**src/rtl/mac_window_accum.sv**
```systemverilog
// Multi-lane multiply-accumulate over a fixed window of beats, with a valid/ready hold register.
// Stage1 registers the lane product sum; stage2 accumulates and hands finished windows to hold.
module mac_window_accum #(
    parameter int unsigned DATA_W = 8,
    parameter int unsigned ACC_W  = 32,
    parameter int unsigned LANES  = 1,
    parameter int unsigned WINDOW = 9,
    parameter int unsigned SIGNED = 0,
    parameter int unsigned SAT    = 0
) (
    input  logic                         clk,
    input  logic                         rst_n,
    input  logic                         clear,
    input  logic                         in_valid,
    output logic                         in_ready,
    input  logic [LANES*DATA_W-1:0]      x,
    input  logic [LANES*DATA_W-1:0]      y,
    output logic                         out_valid,
    input  logic                         out_ready,
    output logic [ACC_W-1:0]             out_data,
    output logic                         out_ovf,
    output logic [$clog2(WINDOW+1)-1:0]  beat_cnt
);

    localparam int unsigned CNT_W  = $clog2(WINDOW + 1);
    localparam int unsigned PROD_W = 2 * DATA_W;
    localparam int unsigned SUM_W  = PROD_W + $clog2(LANES);
    localparam int unsigned WIDE_W = ((ACC_W > SUM_W) ? ACC_W : SUM_W) + 2;
    localparam logic [CNT_W-1:0] LAST_CNT = CNT_W'(WINDOW - 1);

    logic                s1_valid_q, s1_last_q;
    logic [SUM_W-1:0]    s1_sum_q;
    logic [ACC_W-1:0]    acc_q;
    logic                sticky_q;
    logic [CNT_W-1:0]    beat_cnt_q;
    logic                out_valid_q, out_ovf_q;
    logic [ACC_W-1:0]    hold_q;

    logic [PROD_W-1:0]   prod [LANES];
    logic [SUM_W-1:0]    lane_sum;
    logic                s1_adv, accept, hold_load;
    logic [CNT_W-1:0]    cnt_base, cnt_next;
    logic                beat_last;
    logic [WIDE_W-1:0]   acc_wide;
    logic                step_ovf;
    logic [ACC_W-1:0]    sat_val, acc_next;

    function automatic logic [PROD_W-1:0] ext_op(input logic [DATA_W-1:0] v);
        if (SIGNED != 0) return PROD_W'($signed(v));
        return PROD_W'(v);
    endfunction

    always_comb begin
        lane_sum = '0;
        for (int n = 0; n < int'(LANES); n++) begin
            prod[n] = ext_op(x[n*DATA_W +: DATA_W]) * ext_op(y[n*DATA_W +: DATA_W]);
            if (SIGNED != 0) lane_sum = lane_sum + SUM_W'($signed(prod[n]));
            else             lane_sum = lane_sum + SUM_W'(prod[n]);
        end
    end

    // A last beat may only leave stage1 when the hold register can take its result.
    assign s1_adv    = s1_valid_q & ~(s1_last_q & out_valid_q & ~out_ready);
    assign in_ready  = rst_n & (~s1_valid_q | s1_adv);
    assign accept    = in_valid & in_ready;
    assign hold_load = s1_valid_q & s1_adv & s1_last_q & ~clear;

    always_comb begin
        cnt_base  = clear ? '0 : beat_cnt_q;
        beat_last = (cnt_base == LAST_CNT);
        cnt_next  = cnt_base;
        if (accept) cnt_next = beat_last ? '0 : cnt_base + CNT_W'(1);
    end

    // Headroom above ACC_W makes both the signed and unsigned overflow tests exact.
    always_comb begin
        if (SIGNED != 0) begin
            acc_wide = WIDE_W'($signed(acc_q)) + WIDE_W'($signed(s1_sum_q));
            step_ovf = ~(&acc_wide[WIDE_W-1:ACC_W-1]) & (|acc_wide[WIDE_W-1:ACC_W-1]);
            sat_val  = acc_wide[WIDE_W-1] ? {1'b1, {(ACC_W-1){1'b0}}}
                                          : {1'b0, {(ACC_W-1){1'b1}}};
        end else begin
            acc_wide = WIDE_W'(acc_q) + WIDE_W'(s1_sum_q);
            step_ovf = |acc_wide[WIDE_W-1:ACC_W];
            sat_val  = '1;
        end
        acc_next = (step_ovf && (SAT != 0)) ? sat_val : acc_wide[ACC_W-1:0];
    end

    always_ff @(posedge clk) begin
        if (!rst_n) begin
            s1_valid_q  <= 1'b0;
            s1_last_q   <= 1'b0;
            s1_sum_q    <= '0;
            acc_q       <= '0;
            sticky_q    <= 1'b0;
            beat_cnt_q  <= '0;
            out_valid_q <= 1'b0;
            out_ovf_q   <= 1'b0;
            hold_q      <= '0;
        end else begin
            beat_cnt_q <= cnt_next;

            if (accept) begin
                s1_valid_q <= 1'b1;
                s1_last_q  <= beat_last;
                s1_sum_q   <= lane_sum;
            end else if (clear) begin
                s1_valid_q <= 1'b0;
                s1_last_q  <= 1'b0;
                s1_sum_q   <= '0;
            end else if (s1_adv) begin
                s1_valid_q <= 1'b0;
            end

            if (clear) begin
                acc_q    <= '0;
                sticky_q <= 1'b0;
            end else if (s1_valid_q && s1_adv) begin
                if (s1_last_q) begin
                    acc_q     <= '0;
                    sticky_q  <= 1'b0;
                    hold_q    <= acc_next;
                    out_ovf_q <= sticky_q | step_ovf;
                end else begin
                    acc_q    <= acc_next;
                    sticky_q <= sticky_q | step_ovf;
                end
            end

            if (hold_load)      out_valid_q <= 1'b1;
            else if (out_ready) out_valid_q <= 1'b0;
        end
    end

    assign out_valid = out_valid_q;
    assign out_data  = hold_q;
    assign out_ovf   = out_ovf_q;
    assign beat_cnt  = beat_cnt_q;

endmodule

```
**config.mk**
```make
export PLATFORM = sky130hd
export DESIGN_NAME = mac_window_accum
export DESIGN_NICKNAME = d
export VERILOG_FILES = /design/src/rtl/mac_window_accum.sv
export SDC_FILE = /design/constraint.sdc
export NUM_CORES = 1
export LEC_CHECK = 0
export ABC_AREA = 1
export BUFFER_PORTS_ARGS = -buffer_cell sky130_fd_sc_hd__buf_2
export CORE_MARGIN = 2
export CORE_UTILIZATION = 50
export DETAILED_ROUTE_END_ITERATION = 10
export PLACE_DENSITY = 0.69
export REMOVE_ABC_BUFFERS = 1
export SYNTH_ARGS = -nofsm -noshare
export SYNTH_HDL_FRONTEND = slang
export SYNTH_SLANG_ARGS = --single-unit
```
**constraint.sdc**
```tcl
create_clock -name clk -period 10.52 [get_ports clk]
set_input_delay 0.526 -clock clk [delete_from_list [all_inputs] [get_ports clk]]
set_output_delay 0.526 -clock clk [all_outputs]
set_load 0.02 [all_outputs]
```
==> results by group, run 1 <==
Floorplan
  • Core Region: 14400 µm²
  • Starting Density: 50.8%
  • Row count: 44
  • DIE WIDTH: 125 µm
  • Chip height: 125 µm
  • Io pins: 60
  • Die area: 15600 µm²

Clock tree
  • H-tree levels: 3
  • Post-CTS Hold Fix Bufs: 0
  • Setup Buffers After CTS: 0
  • Worst-path clk slew: 0.06 ns
  • Num CTS Buffers: 9
  • Clock buffer depth: 2
  • CTS resizes: 0
  • CTS tree: yes
  • Clock root buffer master: clkbuf_16
  • Clock insertion delay at the later pin of the skew report: 0.34 ns
  • Clock sinks: 89

STA
  • Setup TNS: 0 ns
  • Worst setup margin: 6.36 ns
  • Count of pins over their slew limit: 0
  • Tmin final: 4.16 ns
  • Worst slew margin: 49.7%
  • RSZ-0062 raised after global routing: false
  • Final setup violating endpoints: 0
  • F_max: 241 MHz
  • Skew final: 0.00810 ns
  • Final period util: 39.5%
  • Worst-Margin Slew: 0.752 ns
  • Final hold vios: 0

Placed design
  • Pre-CTS setup slack: 6.02 ns
  • # port buffers: 59
  • Placer Congestion: 0.917
  • DP HPWL: 12800 µm

GRT
  • GRT Resource Usage Total: 22.0%
  • Number of global-route vias before repair: 6290
  • Initial antenna violation count: 0
  • First-pass GRT wire length: 29000 µm
  • Largest net degree at the start of global routing: 52
  • GRT overflow: 0

Synthesis
  • Mapped Cells: 1107
  • Fraction of registers with async set/reset: 0%
  • Avg Cell Area, Syn: 6.62 µm²
  • Main synth FF type: dfxtp_1
  • Synthesis-stage register bit count: 89
  • YS warnings: 0
  • Register area share after synthesis: 24.3%
  • Post-Syn Area: 7320 µm²
  • Area share of the largest cell type after synthesis: 24.3%
  • Dominant cell type by area after synthesis: dfxtp_1
  • Synth area leaders: dfxtp_1 (24%), nand2_1 (18%), inv_1 (11%)
  • Synth cell types: 41
  • Post-synth EDFFs: 0

Setup path
  • Setup CP Type: in2reg
  • Maximum net fanout on the critical path: 8
  • Setup crit end kind: register
  • Max stage delay on crit path: 0.55 ns
  • Cell-by-cell trace of the critical path: buf_2 > nand2_1 > fa_1 > fa_1 > inv_1 > fa_1 > inv_1 > fa_1 > inv_1 > ha_1 > a21oi_1 > o21ai_0 > a21o_1 > or2_2 > nand3_1 > a21oi_1
  • WP data arrival: 4.36 ns
  • CP dominant cell by count: fa_1
  • Required @ worst endpoint: 10.72 ns
  • Critical path startpoint category: input pin
  • Critical-path top delay cell: fa_1

Detailed routing
  • Remaining DRCs: 0
  • Initial DRC Count: 412
  • Post-Route WL: 16500 µm
  • Vias per cell: 4.98
  • Detail Route Antenna Nets: 0
  • Drt pass-1 iters: 5
  • Routed WL per cell: 12.4 µm
  • Vias: 6617

Pwr
  • Pwr per Cell Area: 131 nW/µm²
  • Peak supply drop: 0.0000785 V
  • Leakage power: 0.00454 µW

Final layout
  • Flip-flop and latch area: 1780 µm²
  • Layout fillers: 1469
  • Fraction of final layout cells sized beyond drive strength 1: 10.1%
  • Multi-input gate area: 4520 µm²
  • Synth-to-Final Area Change: 9.12%
  • Nets@finish: 1254
  • Diodes inserted: 0

Run
  • Max Cap Violations: 0

Min path
  • Hold/Removal Path Class: in2reg

Outcome
  • Status: finished clean
worst max-delay path: cells and delay by family:
kind                     cells  cell delay, ns
adder cells (fa/ha/maj)      5            2.45
AO/OA/AOI/OAI                4            0.64
AND/OR/NAND/NOR              3            0.43
buffers and inverters        4            0.31
registers in the layout, indices dropped and copies added, names as in the netlist:
register and flops:
out_valid 1, beat_cnt 4, sticky_q 1, s1_last_q 1, s1_sum_q 16, s1_valid_q 1
out_data 32, acc_q 32, out_ovf 1
path summary, 6_finish.rpt:
path,start,end,slack [ns],depth (start not counted)
worst max-delay path,x[0],s1_sum_q[10],6.36,16
worst min-delay path,out_ready,out_valid,0.46,4
worst max register to register,s1_last_q,out_data[28],8.12,9
worst min register to register,acc_q[0],acc_q[0],0.47,2
cell usage after synthesis, types with 2 or more instances:
library cell,number
nand2_4,2
nor3_2,3
or2_1,3
fa_1,37
nor3_1,8
a21oi_1,77
o21ai_1,13
dfxtp_1,89
ha_1,54
nand3_1,60
o21bai_1,8
nand4_1,8
nand3b_1,3
inv_2,15
nand2_2,5
xnor2_1,2
o21ai_0,23
o211ai_1,3
nor3_4,3
buf_2,13
nand2_1,350
nor2_1,47
nor2_2,4
or2_2,3
nor3b_1,2
inv_1,206
o21a_1,16
clkbuf_8,2
a21o_1,4
xor2_1,12
clkbuf_1,22
cells by family after synthesis:
logic type	after synthesis	share of synthesized area [%]
and+or+nand+nor	505	29.4
adders and majority gates	91	19.3
xor gates and xnor gates	14	1.67
buffers and inverters	261	14.0
AOI/OAI and AO/OA	147	11.2
DFF	89	24.3
metrics by stage:
step | total power [µW] | utilization (%) | cells | hold slack (ns) | cell area, µm²
after global routing | 1120 | 55.4 | 1329 | 0.476 | 7990
after global placement | 718 | 53.3 | 1315 | 0.457 | 7690
after detailed placement | 719 | 53.3 | 1315 | 0.462 | 7690
after CTS | 1050 | 55.4 | 1329 | 0.452 | 7990
after floorplan | 630 | - | 1068 | 0.445 | 7130
final | 1040 | 55.4 | 1329 | 0.463 | 7990
power breakdown:
group	internal [µW]	switching (µW)	total, µW
Sequential	347	7.13	355
Combinational	129	229	358
Clock	206	126	332
Total	682	363	1040
metal layers:
metal / part of all wire (%) / global-route usage [%] / vias up / routed length (µm)
met2: 42 / 34.3 / 168 / 6990
met5: 0 / 0 / - / 0
met4: 1.0 / 4.64 / 0 / 168
met3: 4.8 / 3.08 / 14 / 786
li1: - / - / 3467 / -
met1: 52 / 32.7 / 2968 / 8560
layout make-up:
cell class,count,area share [%]
multi-input cells,757,56.6
flip-flops and latches,89,22.3
inverters,222,10.4
repair buffers,63,4.07
clock buffers,11,2.91
well taps,184,2.88
clock inverters,3,0.845
cells in the final DEF, fill, tap and decap left out, types with 4 or more instances in the layout:
master and instances:
nand4_1 8, dfxtp_1 89, a21o_1 4, buf_4 4, a21oi_1 77, nor2_2 4, nand2_2 5, nor3_1 8
o21a_1 16, o21ai_1 13, fa_1 37, nand3_1 60, o21ai_0 23, inv_2 15, o21bai_1 8, nand2_1 350
xor2_1 12, inv_1 206, clkbuf_16 9, ha_1 54, nor2_1 46, buf_2 59
No activity file was read; power rests on OpenSTA's default activity.
==> inputs of run 2 (changes only) <==
--- a/config.mk
+++ b/config.mk
@@ -10,7 +10,7 @@
 export CORE_MARGIN = 2
 export CORE_UTILIZATION = 50
 export DETAILED_ROUTE_END_ITERATION = 10
-export PLACE_DENSITY = 0.69
+export PLACE_DENSITY = 0.71
 export REMOVE_ABC_BUFFERS = 1
 export SYNTH_ARGS = -nofsm -noshare
 export SYNTH_HDL_FRONTEND = slang
==> constraint.sdc (replaced) <==
create_clock -name clk -period 3.8 [get_ports clk]
set_input_delay 0.19 -clock clk [delete_from_list [all_inputs] [get_ports clk]]
set_output_delay 0.19 -clock clk [all_outputs]
set_load 0.02 [all_outputs]
==> results by group, run 2 (synthesis gave the netlist of run 1 again) <==
Detailed routing
  • Vias: 6665
  • Detail Route Antenna Nets: 0
  • Initial DRC Count: 424
  • Vias per cell: 4.87
  • Remaining DRCs: 0
  • Routed WL per cell: 12.2 µm
  • Post-Route WL: 16700 µm
  • Drt pass-1 iters: 5

Final layout
  • Diodes inserted: 0
  • Multi-input gate area: 4580 µm²
  • Flip-flop and latch area: 1780 µm²
  • Commonest non-fill, non-tap cells in the layout: nand2_1 (349), inv_1 (206), dfxtp_1 (89), a21oi_1 (73), nand3_1 (60)
  • Layout fillers: 1459
  • Post-Layout Cell Count: 1368
  • Leading cell type in the layout, fill and taps excluded: nand2_1
  • Nets@finish: 1291
  • Fraction of final layout cells sized beyond drive strength 1: 13.9%
  • Synth-to-Final Area Change: 13.2%

Setup path
  • Critical-path top delay cell: fa_1
  • Maximum net fanout on the critical path: 6
  • Max stage delay on crit path: 0.55 ns
  • R2r worst-path depth: 8
  • WP data arrival: 3.81 ns
  • Worst reg2reg endpoint: out_data[11]
  • Required @ worst endpoint: 4.01 ns
  • CP dominant cell by count: fa_1
  • Cell-by-cell trace of the critical path: buf_2 > buf_4 > nand2_1 > inv_1 > fa_1 > fa_1 > inv_1 > fa_1 > fa_1 > inv_1 > ha_2 > a21oi_2 > nand2_2 > nand2_1 > nand2_1 > or2_2 > nand3_1 > a21oi_1
  • R2r startpoint: s1_last_q
  • Setup crit end kind: register
  • Setup CP Type: in2reg
  • Critical path startpoint category: input pin
  • Reg2reg setup slack: 1.24 ns

Pwr
  • Pwr per Cell Area: 372 nW/µm²
  • Logic pwr share: 41.7%
  • Net switching power: 1110 µW
  • Peak supply drop: 0.000206 V
  • Part of the power in registers: 31.8%
  • Pint: 1970 µW
  • Clock share of power: 26.5%
  • Leakage power: 0.00470 µW
  • Sw Share: 36.0%
  • Final Power: 3080 µW

STA
  • Final setup violating endpoints: 0
  • Worst-Margin Slew: 0.792 ns
  • Final hold vios: 0
  • Final period util: 94.7%
  • RSZ-0062 raised after global routing: false
  • Worst slew margin: 47.1%
  • F_max: 278 MHz
  • Skew final: 0.00849 ns
  • Tmin final: 3.60 ns
  • Count of pins over their slew limit: 0

Floorplan
  • DIE WIDTH: 125 µm
  • Io pins: 60
  • Die area: 15600 µm²
  • Starting Density: 50.8%
  • Core Region: 14400 µm²
  • Chip height: 125 µm
  • Row count: 44

Min path
  • Min-delay src: out_ready
  • Hold-critical path depth: 4
  • Hold EP: out_valid
  • Hold/Removal Path Class: in2reg

Outcome
  • Status: finished clean

Placed design
  • DP HPWL: 12900 µm
  • Placed cells: 1352
  • # port buffers: 59
  • Placer Congestion: 0.953

GRT
  • Number of global-route vias before repair: 6454
  • First-pass GRT wire length: 29500 µm
  • Initial antenna violation count: 0
  • GRT overflow: 0
  • GRT Resource Usage Total: 22.4%
  • Largest net degree at the start of global routing: 37

Clock tree
  • Clock insertion delay at the later pin of the skew report: 0.35 ns
  • Num CTS Buffers: 9
  • Clock sinks: 89
  • Post-CTS Hold Fix Bufs: 0
  • Worst-path clk slew: 0.06 ns
  • H-tree levels: 3
  • CTS resizes: 0
  • CTS tree: yes
  • Clock buffer depth: 2
  • Setup Buffers After CTS: 0
  • Clock root buffer master: clkbuf_16

Run
  • Max Cap Violations: 0
## run 2: layout make-up
type / instances / share of cell area, %
sequential: 89 / 21.5
clock buffer: 11 / 2.81
inverter: 222 / 10.0
clock inverter: 5 / 0.392
timing repair buffer: 100 / 7.27
multi-input combinational: 757 / 55.2
tap: 184 / 2.78
## run 2: through the flow
step	cell area (µm²)	setup TNS [ns]	hold WS (ns)	setup WS, ns	utilization [%]
CTS	8240	0	0.124	0.0914	57.1
global route	8290	0	0.150	0.00606	57.5
finish	8290	0	0.127	0.203	57.5
floorplan	7130	0	0.326	0.0331	-
detailed placement	7970	-1.53	0.463	-0.267	55.3
global placement	7970	-1.06	0.457	-0.209	55.3
## run 2: worst max-delay path by stage
stage          from  cells after the start      endpoint
6_report       y[4]                     18  s1_sum_q[11]
3_5_place_dp   y[4]                     18  s1_sum_q[11]
4_1_cts        y[4]                     18  s1_sum_q[11]
5_1_grt        y[4]                     18  s1_sum_q[11]
2_1_floorplan  x[0]                     15  s1_sum_q[10]
3_3_place_gp   y[7]                     16  s1_sum_q[10]
## run 2: power groups by stage
| stage | Combinational, µW | Sequential, µW | Clock (µW) |
|---|---|---|---|
| after global routing | 1480 | 983 | 871 |
| after CTS | 1190 | 980 | 832 |
| after detailed placement | 1180 | 1000 | 0 |
| after floorplan | 749 | 996 | 0 |
| final | 1290 | 980 | 818 |
| after global placement | 1170 | 1000 | 0 |
## run 2: worst max-delay path, delay by kind of cell
kind	cells	cell delay, ns
AND/OR/NAND/NOR	6	0.62
adder cells (fa/ha/maj)	5	2.32
buffers and inverters	5	0.42
AO/OA/AOI/OAI	2	0.24
## run 2: routing by layer
metal	GRT usage (%)	part of all wire (%)	vias up
met5	0	0	-
met4	5.10	0.86	0
met3	3.38	5.4	11
met2	34.4	41	118
met1	33.3	52	3002
li1	-	-	3534
